==> config.mk <==
export PLATFORM = sky130hd
export DESIGN_NAME = lvds_7to1_tx_gearbox
export DESIGN_NICKNAME = d
export VERILOG_FILES = /design/src/rtl/lvds_7to1_pkg.sv /design/src/rtl/lvds_tx_gear_lane.sv /design/src/rtl/lvds_7to1_tx_gearbox.sv
export SDC_FILE = /design/constraint.sdc
export NUM_CORES = 1
export LEC_CHECK = 0
export CAP_MARGIN = 15
export CORE_MARGIN = 1
export CORE_UTILIZATION = 40
export DETAILED_ROUTE_END_ITERATION = 10
export GPL_ROUTABILITY_DRIVEN = 0
export PLACE_DENSITY = 0.68
export SLEW_MARGIN = 20
export SYNTH_ARGS = -nofsm -noshare
export SYNTH_HDL_FRONTEND = slang
export SYNTH_SLANG_ARGS = --single-unit
==> constraint.sdc <==
create_clock -name clk -period 3.3 [get_ports clk]
set_input_delay 0.495 -clock clk [delete_from_list [all_inputs] [get_ports clk]]
set_output_delay 0.495 -clock clk [all_outputs]
set_load 0.02 [all_outputs]
==> src/rtl/lvds_7to1_pkg.sv <==
// Shared constants, state type and phase helpers for the LVDS 7:1 transmit gearbox.
package lvds_7to1_pkg;

  localparam int unsigned PIX_BITS     = 7;
  localparam int unsigned OSER_RATIO   = 4;
  localparam int unsigned GROUP_PHASES = 7;

  localparam logic [2:0] SLOT_PH0   = 3'd0;
  localparam logic [2:0] SLOT_PH1   = 3'd1;
  localparam logic [2:0] SLOT_PH2   = 3'd3;
  localparam logic [2:0] SLOT_PH3   = 3'd5;
  localparam logic [2:0] LAST_PHASE = 3'(GROUP_PHASES - 1);

  localparam logic [PIX_BITS-1:0] DEF_CLK_PATTERN = 7'b1100011;

  typedef enum logic {
    ST_IDLE,
    ST_RUN
  } state_t;

  function automatic logic is_slot(input logic [2:0] ph);
    return (ph == SLOT_PH0) || (ph == SLOT_PH1) || (ph == SLOT_PH2) || (ph == SLOT_PH3);
  endfunction

  // Residual bits held in the carry register at the start of each phase.
  function automatic logic [2:0] carry_bits(input logic [2:0] ph);
    case (ph)
      3'd1:    return 3'd3;
      3'd2:    return 3'd6;
      3'd3:    return 3'd2;
      3'd4:    return 3'd5;
      3'd5:    return 3'd1;
      3'd6:    return 3'd4;
      default: return 3'd0;
    endcase
  endfunction

endpackage

==> src/rtl/lvds_tx_gear_lane.sv <==
// Single-lane 7->4 packer: pending carry bits go out first, a newly loaded
// pixel (MSB first) is appended behind them, and the lowest 4 bits are emitted.
module lvds_tx_gear_lane
  import lvds_7to1_pkg::*;
(
  input  logic                  clk,
  input  logic                  rst_n,
  input  logic                  i_active,
  input  logic                  i_load,
  input  logic [2:0]            i_phase,
  input  logic [PIX_BITS-1:0]   i_pix,
  output logic [OSER_RATIO-1:0] o_word
);

  logic [PIX_BITS-2:0] r_carry;
  logic [PIX_BITS-1:0] w_rev;
  logic [9:0]          w_stream;

  // Load phases hold at most 3 carry bits, so 10 stream bits always suffice.
  always_comb begin
    for (int unsigned j = 0; j < PIX_BITS; j++) w_rev[j] = i_pix[PIX_BITS-1-j];
    w_stream = {4'b0, r_carry};
    if (i_load) w_stream = w_stream | ({3'b0, w_rev} << carry_bits(i_phase));
  end

  always_ff @(posedge clk or negedge rst_n) begin
    if (!rst_n) begin
      r_carry <= '0;
      o_word  <= '0;
    end else if (i_active) begin
      r_carry <= w_stream[9:4];
      o_word  <= w_stream[3:0];
    end else begin
      r_carry <= '0;
      o_word  <= '0;
    end
  end

endmodule

==> src/rtl/lvds_7to1_tx_gearbox.sv <==
// LVDS 7:1 transmit gearbox: 4 pixels per lane packed into 7 OSER4 words plus a
// forwarded-clock lane. Optional PRBS7 test source under `LVDS_TX_PRBS_EN.
module lvds_7to1_tx_gearbox
  import lvds_7to1_pkg::*;
#(
  parameter int unsigned         LANES       = 4,
  parameter logic [PIX_BITS-1:0] CLK_PATTERN = DEF_CLK_PATTERN
)(
  input  logic                        clk,
  input  logic                        rst_n,
  input  logic                        tx_en,
`ifdef LVDS_TX_PRBS_EN
  input  logic                        prbs_sel,
`endif
  input  logic                        s_valid,
  output logic                        s_ready,
  input  logic [LANES*PIX_BITS-1:0]   s_data,
  output logic [LANES*OSER_RATIO-1:0] tx_data_word,
  output logic [OSER_RATIO-1:0]       tx_clk_word,
  output logic                        frame_start,
  output logic                        underflow,
  output logic [15:0]                 underflow_cnt
);

  state_t                    r_state, w_state_nx;
  logic [2:0]                r_phase, w_phase_nx;
  logic                      r_ready, r_frame, r_uf;
  logic [15:0]               r_ucnt;
  logic                      w_active, w_slot, w_uf;
  logic [LANES*PIX_BITS-1:0] w_fill;

  assign w_active = (r_state == ST_RUN);
  assign w_slot   = w_active && is_slot(r_phase);

  // tx_en is only sampled at the group boundary, so groups are never cut short.
  always_comb begin
    w_state_nx = r_state;
    w_phase_nx = r_phase;
    case (r_state)
      ST_IDLE: begin
        w_phase_nx = '0;
        if (tx_en) w_state_nx = ST_RUN;
      end
      ST_RUN: begin
        if (r_phase == LAST_PHASE) begin
          w_phase_nx = '0;
          if (!tx_en) w_state_nx = ST_IDLE;
        end else begin
          w_phase_nx = 3'(r_phase + 3'd1);
        end
      end
      default: begin
        w_state_nx = ST_IDLE;
        w_phase_nx = '0;
      end
    endcase
  end

`ifdef LVDS_TX_PRBS_EN
  logic [PIX_BITS-1:0] r_prbs;

  always_ff @(posedge clk or negedge rst_n) begin
    if (!rst_n)                  r_prbs <= '1;
    else if (w_slot && prbs_sel) r_prbs <= {r_prbs[5:0], r_prbs[6] ^ r_prbs[5]};
  end

  assign s_ready = r_ready && !prbs_sel;
`else
  assign s_ready = r_ready;
`endif

  always_comb begin
    w_fill = s_valid ? s_data : '0;
    w_uf   = w_slot && !s_valid;
`ifdef LVDS_TX_PRBS_EN
    if (prbs_sel) begin
      w_fill = {LANES{r_prbs}};
      w_uf   = 1'b0;
    end
`endif
  end

  always_ff @(posedge clk or negedge rst_n) begin
    if (!rst_n) begin
      r_state <= ST_IDLE;
      r_phase <= '0;
      r_ready <= 1'b0;
      r_frame <= 1'b0;
      r_uf    <= 1'b0;
      r_ucnt  <= '0;
    end else begin
      r_state <= w_state_nx;
      r_phase <= w_phase_nx;
      r_ready <= (w_state_nx == ST_RUN) && is_slot(w_phase_nx);
      r_frame <= w_active && (r_phase == '0);
      r_uf    <= w_uf;
      if (w_uf && (r_ucnt != '1)) r_ucnt <= r_ucnt + 16'd1;
    end
  end

  for (genvar gi = 0; gi < LANES; gi++) begin : g_lane
    lvds_tx_gear_lane u_lane (
      .clk      (clk),
      .rst_n    (rst_n),
      .i_active (w_active),
      .i_load   (w_slot),
      .i_phase  (r_phase),
      .i_pix    (w_fill[gi*PIX_BITS +: PIX_BITS]),
      .o_word   (tx_data_word[gi*OSER_RATIO +: OSER_RATIO])
    );
  end

  lvds_tx_gear_lane u_clk_lane (
    .clk      (clk),
    .rst_n    (rst_n),
    .i_active (w_active),
    .i_load   (w_slot),
    .i_phase  (r_phase),
    .i_pix    (CLK_PATTERN),
    .o_word   (tx_clk_word)
  );

  assign frame_start   = r_frame;
  assign underflow     = r_uf;
  assign underflow_cnt = r_ucnt;

endmodule

==> metrics.yaml <==
setup_path:
  cp-start-kind: "flop"
  required_ns: 3.54
  crit_path_max_fanout: 17
  r2r_slack_ns: 0.44
  path_class: "flop to flop"
  end_kind: "flop"
  critPathArrivalTime_ns: 3.10
synth:
  ys_seq_area_share_pct: 50.24
  synth_edf_count: 0
  yosysUniqueCellTypes: 51
  synth.avg_cell_area_sq_um: 10.18
  postSynthCellCount: 357
  yosys.area.top_type: "dfrtp_1"
  synth.area.top_cells: "dfrtp_1, mux2i_1, nor2_1"
  synth_warnings: 0
  synth-seq-cells: 73
  syn_nets: 393
  synth_area_sq_um: 3636
  synth_flop_cell: "dfrtp_1"
  yosysTopAreaCellShare_pct: 50.24
  synth-async-reset-ratio_pct: 100.0
detailed_routing:
  wl_um: 9682
  ant_nets: 0
  post_drt_wl_per_cell_um: 18.10
  dr.pass1.iters: 6
  drt-initial-drc-count: 360
  drc: 0
  routed_via_density: 5.736
  vias: 3069
final_layout:
  area_growth_pct: 28.05
  fin_nets: 459
  drive_gt1_share_pct: 7.728
  multi_input_area_sq_um: 1657
  layout_commonest_cell: "dfrtp_1"
  regArea_sq_um: 1827
  diodes: 0
  most-common-layout-cells: "dfrtp_1, clkdlybuf4s50_1, nor2_1"
  fillers: 807
die:
  die_x_um: 97.34
  io_pins: 71
  die_area_sq_um: 9475
  num_rows: 34
  initial_core_util_pct: 41.49
  core_sq_um: 8763
  die_h_um: 97.34
timing:
  setup_viol: 0
  final.setup.worst_slack_ns: 0.4385
  fin_skew_ns: 0.01056
  fin_crit_sh_pct: 86.71
  fin_tns_setup_ns: 0
  final-hold-violation-count: 0
  rsz0062_at_grt: "no"
  layout_min_cycle_time_ns: 2.862
  slew_headroom_pct: 42.35
  drv_slew: 0
  tightestPinTransition_ns: 0.8648
  fmax_ghz: 0.3495
power:
  p_int_uw: 2732
  seq_power_share_pct: 28.9
  p_per_area_nw_per_um2: 999.4
  ir_worst_vdd_uv: 520.6
  p_sw_uw: 1921
  p_leak_uw: 0.002067
  power.share.clock_pct: 18.1
  pwr-share-comb_pct: 53.0
  swShare_pct: 41.28
place:
  dp_slack_ns: 0.4965
  hpwl_um: 7107
  port_buffers: 70
clocking:
  postCtsHoldBufs: 0
  cts_tree: "yes"
  cts_setup_buffers: 0
  cts.sinks: 73
  cts.path.max_buffers: 2
  clk_latency_ns: 0.36
  cts_resized: 0
  numCtsBuffers: 9
  clk_pin_slew_ns: 0.07
  htree_num_levels: 3
  root_buffer: "clkbuf_8"
grt:
  grt_pass1_wl_um: 15900
  antenna_found_initial: 0
  grt_max_degree: 39
  track_usage_pct: 21.57
  grt_overflow_total: 0
  grt_pass1_vias: 3019
worst_hold_path:
  hp-class: "input pin to asynchronous set/reset pin"
flow_run:
  cap_violations: 0
outcome:
  status: "completed"
through the flow:
step	hold WS, ns	util, %	instances	area, sq um	power [uW]
after floorplan	0.1994	-	357	3636	3047
after global placement	0.4491	50.34	520	4412	3754
after detailed placement	0.4435	50.34	520	4412	3785
after CTS	0.2788	53.10	535	4653	4635
after global routing	0.3148	53.13	535	4656	4937
final	0.2529	53.13	535	4656	4653
metal layers:
layer  GRT usage (%)  share of wire (%)  routed length [um]  vias up
met5               0                  0                   0        -
met4           8.710                2.3                 225        0
met3           5.252                6.9                 665       21
met2           32.02                 45                4380      134
met1           30.35                 46                4411     1489
li1                -                  -                   -     1425
cells in the mapped netlist, drive strengths merged (4+ instances only):
cell type / instances
nand4: 8
o221a: 4
a221oi: 4
dfrtp: 73
clkbuf: 16
o22ai: 8
ha: 4
a31oi: 4
a21oi: 23
o21ai: 16
buf: 6
mux2i: 24
o221ai: 4
a22o: 16
nor2: 42
o22a: 4
xnor2: 14
nand2: 23
o31ai: 4
inv: 5
nand3: 12
and3: 4
or3: 5
power groups by stage:
stage | Combinational (uW) | Sequential [uW] | Clock [uW]
floorplan | 1510 | 1530 | 0
global placement | 2400 | 1350 | 0
detailed placement | 2420 | 1360 | 0
CTS | 2430 | 1340 | 858
global route | 2650 | 1380 | 901
finish | 2470 | 1340 | 844
final timing paths:
path,startpoint,endpoint,cells after the start
max in group asynchronous,rst_n,underflow_cnt[7],2
setup / recovery,r_phase[2],g_lane[2].u_lane.o_word[3],8
setup reg to reg,r_phase[2],g_lane[2].u_lane.o_word[3],8
min in group clk,g_lane[1].u_lane.r_carry[2],g_lane[1].u_lane.o_word[2],2
hold reg to reg,g_lane[1].u_lane.r_carry[2],g_lane[1].u_lane.o_word[2],2
hold / removal,rst_n,g_lane[2].u_lane.o_word[0],1
critical path, cell delays in order, from the launching register on:
cell	delay (ns)
dfrtp_1	0.63
clkinv_1	0.31
ha_1	0.29
buf_4	0.19
o21bai_1	0.24
inv_1	0.20
nand2_1	0.29
o22a_1	0.31
o31ai_1	0.29
area by class of cell:
cell class | instances | share of cell area (%)
Inverter | 8 | 0.7525
Clock buffer | 10 | 2.956
Multi-Input combinational cell | 254 | 35.58
Clock inverter | 5 | 2.231
Sequential cell | 73 | 39.24
Timing Repair Buffer | 77 | 16.34
Tap cell | 108 | 2.902
registers in the layout, summed over array words and instances, names as in the netlist:
signal                 count
frame_start                1
s_ready                    1
u_clk_lane.o_word          4
g_lane.u_lane.r_carry     24
r_state                    1
u_clk_lane.r_carry         6
underflow                  1
underflow_cnt             16
g_lane.u_lane.o_word      16
r_phase                    3
cells by family after synthesis:
kind of cell,Yosys count,share of synthesized area (%)
AND/OR/NAND/NOR,115,15.38
AO/OA/AOI/OAI,93,17.69
multiplexers,25,6.917
buffers and inverters,30,4.267
flip-flops,73,50.24
XOR/XNOR,16,3.854
adder cells (fa/ha/maj),5,1.652
Power figures use the tool's default switching activity.
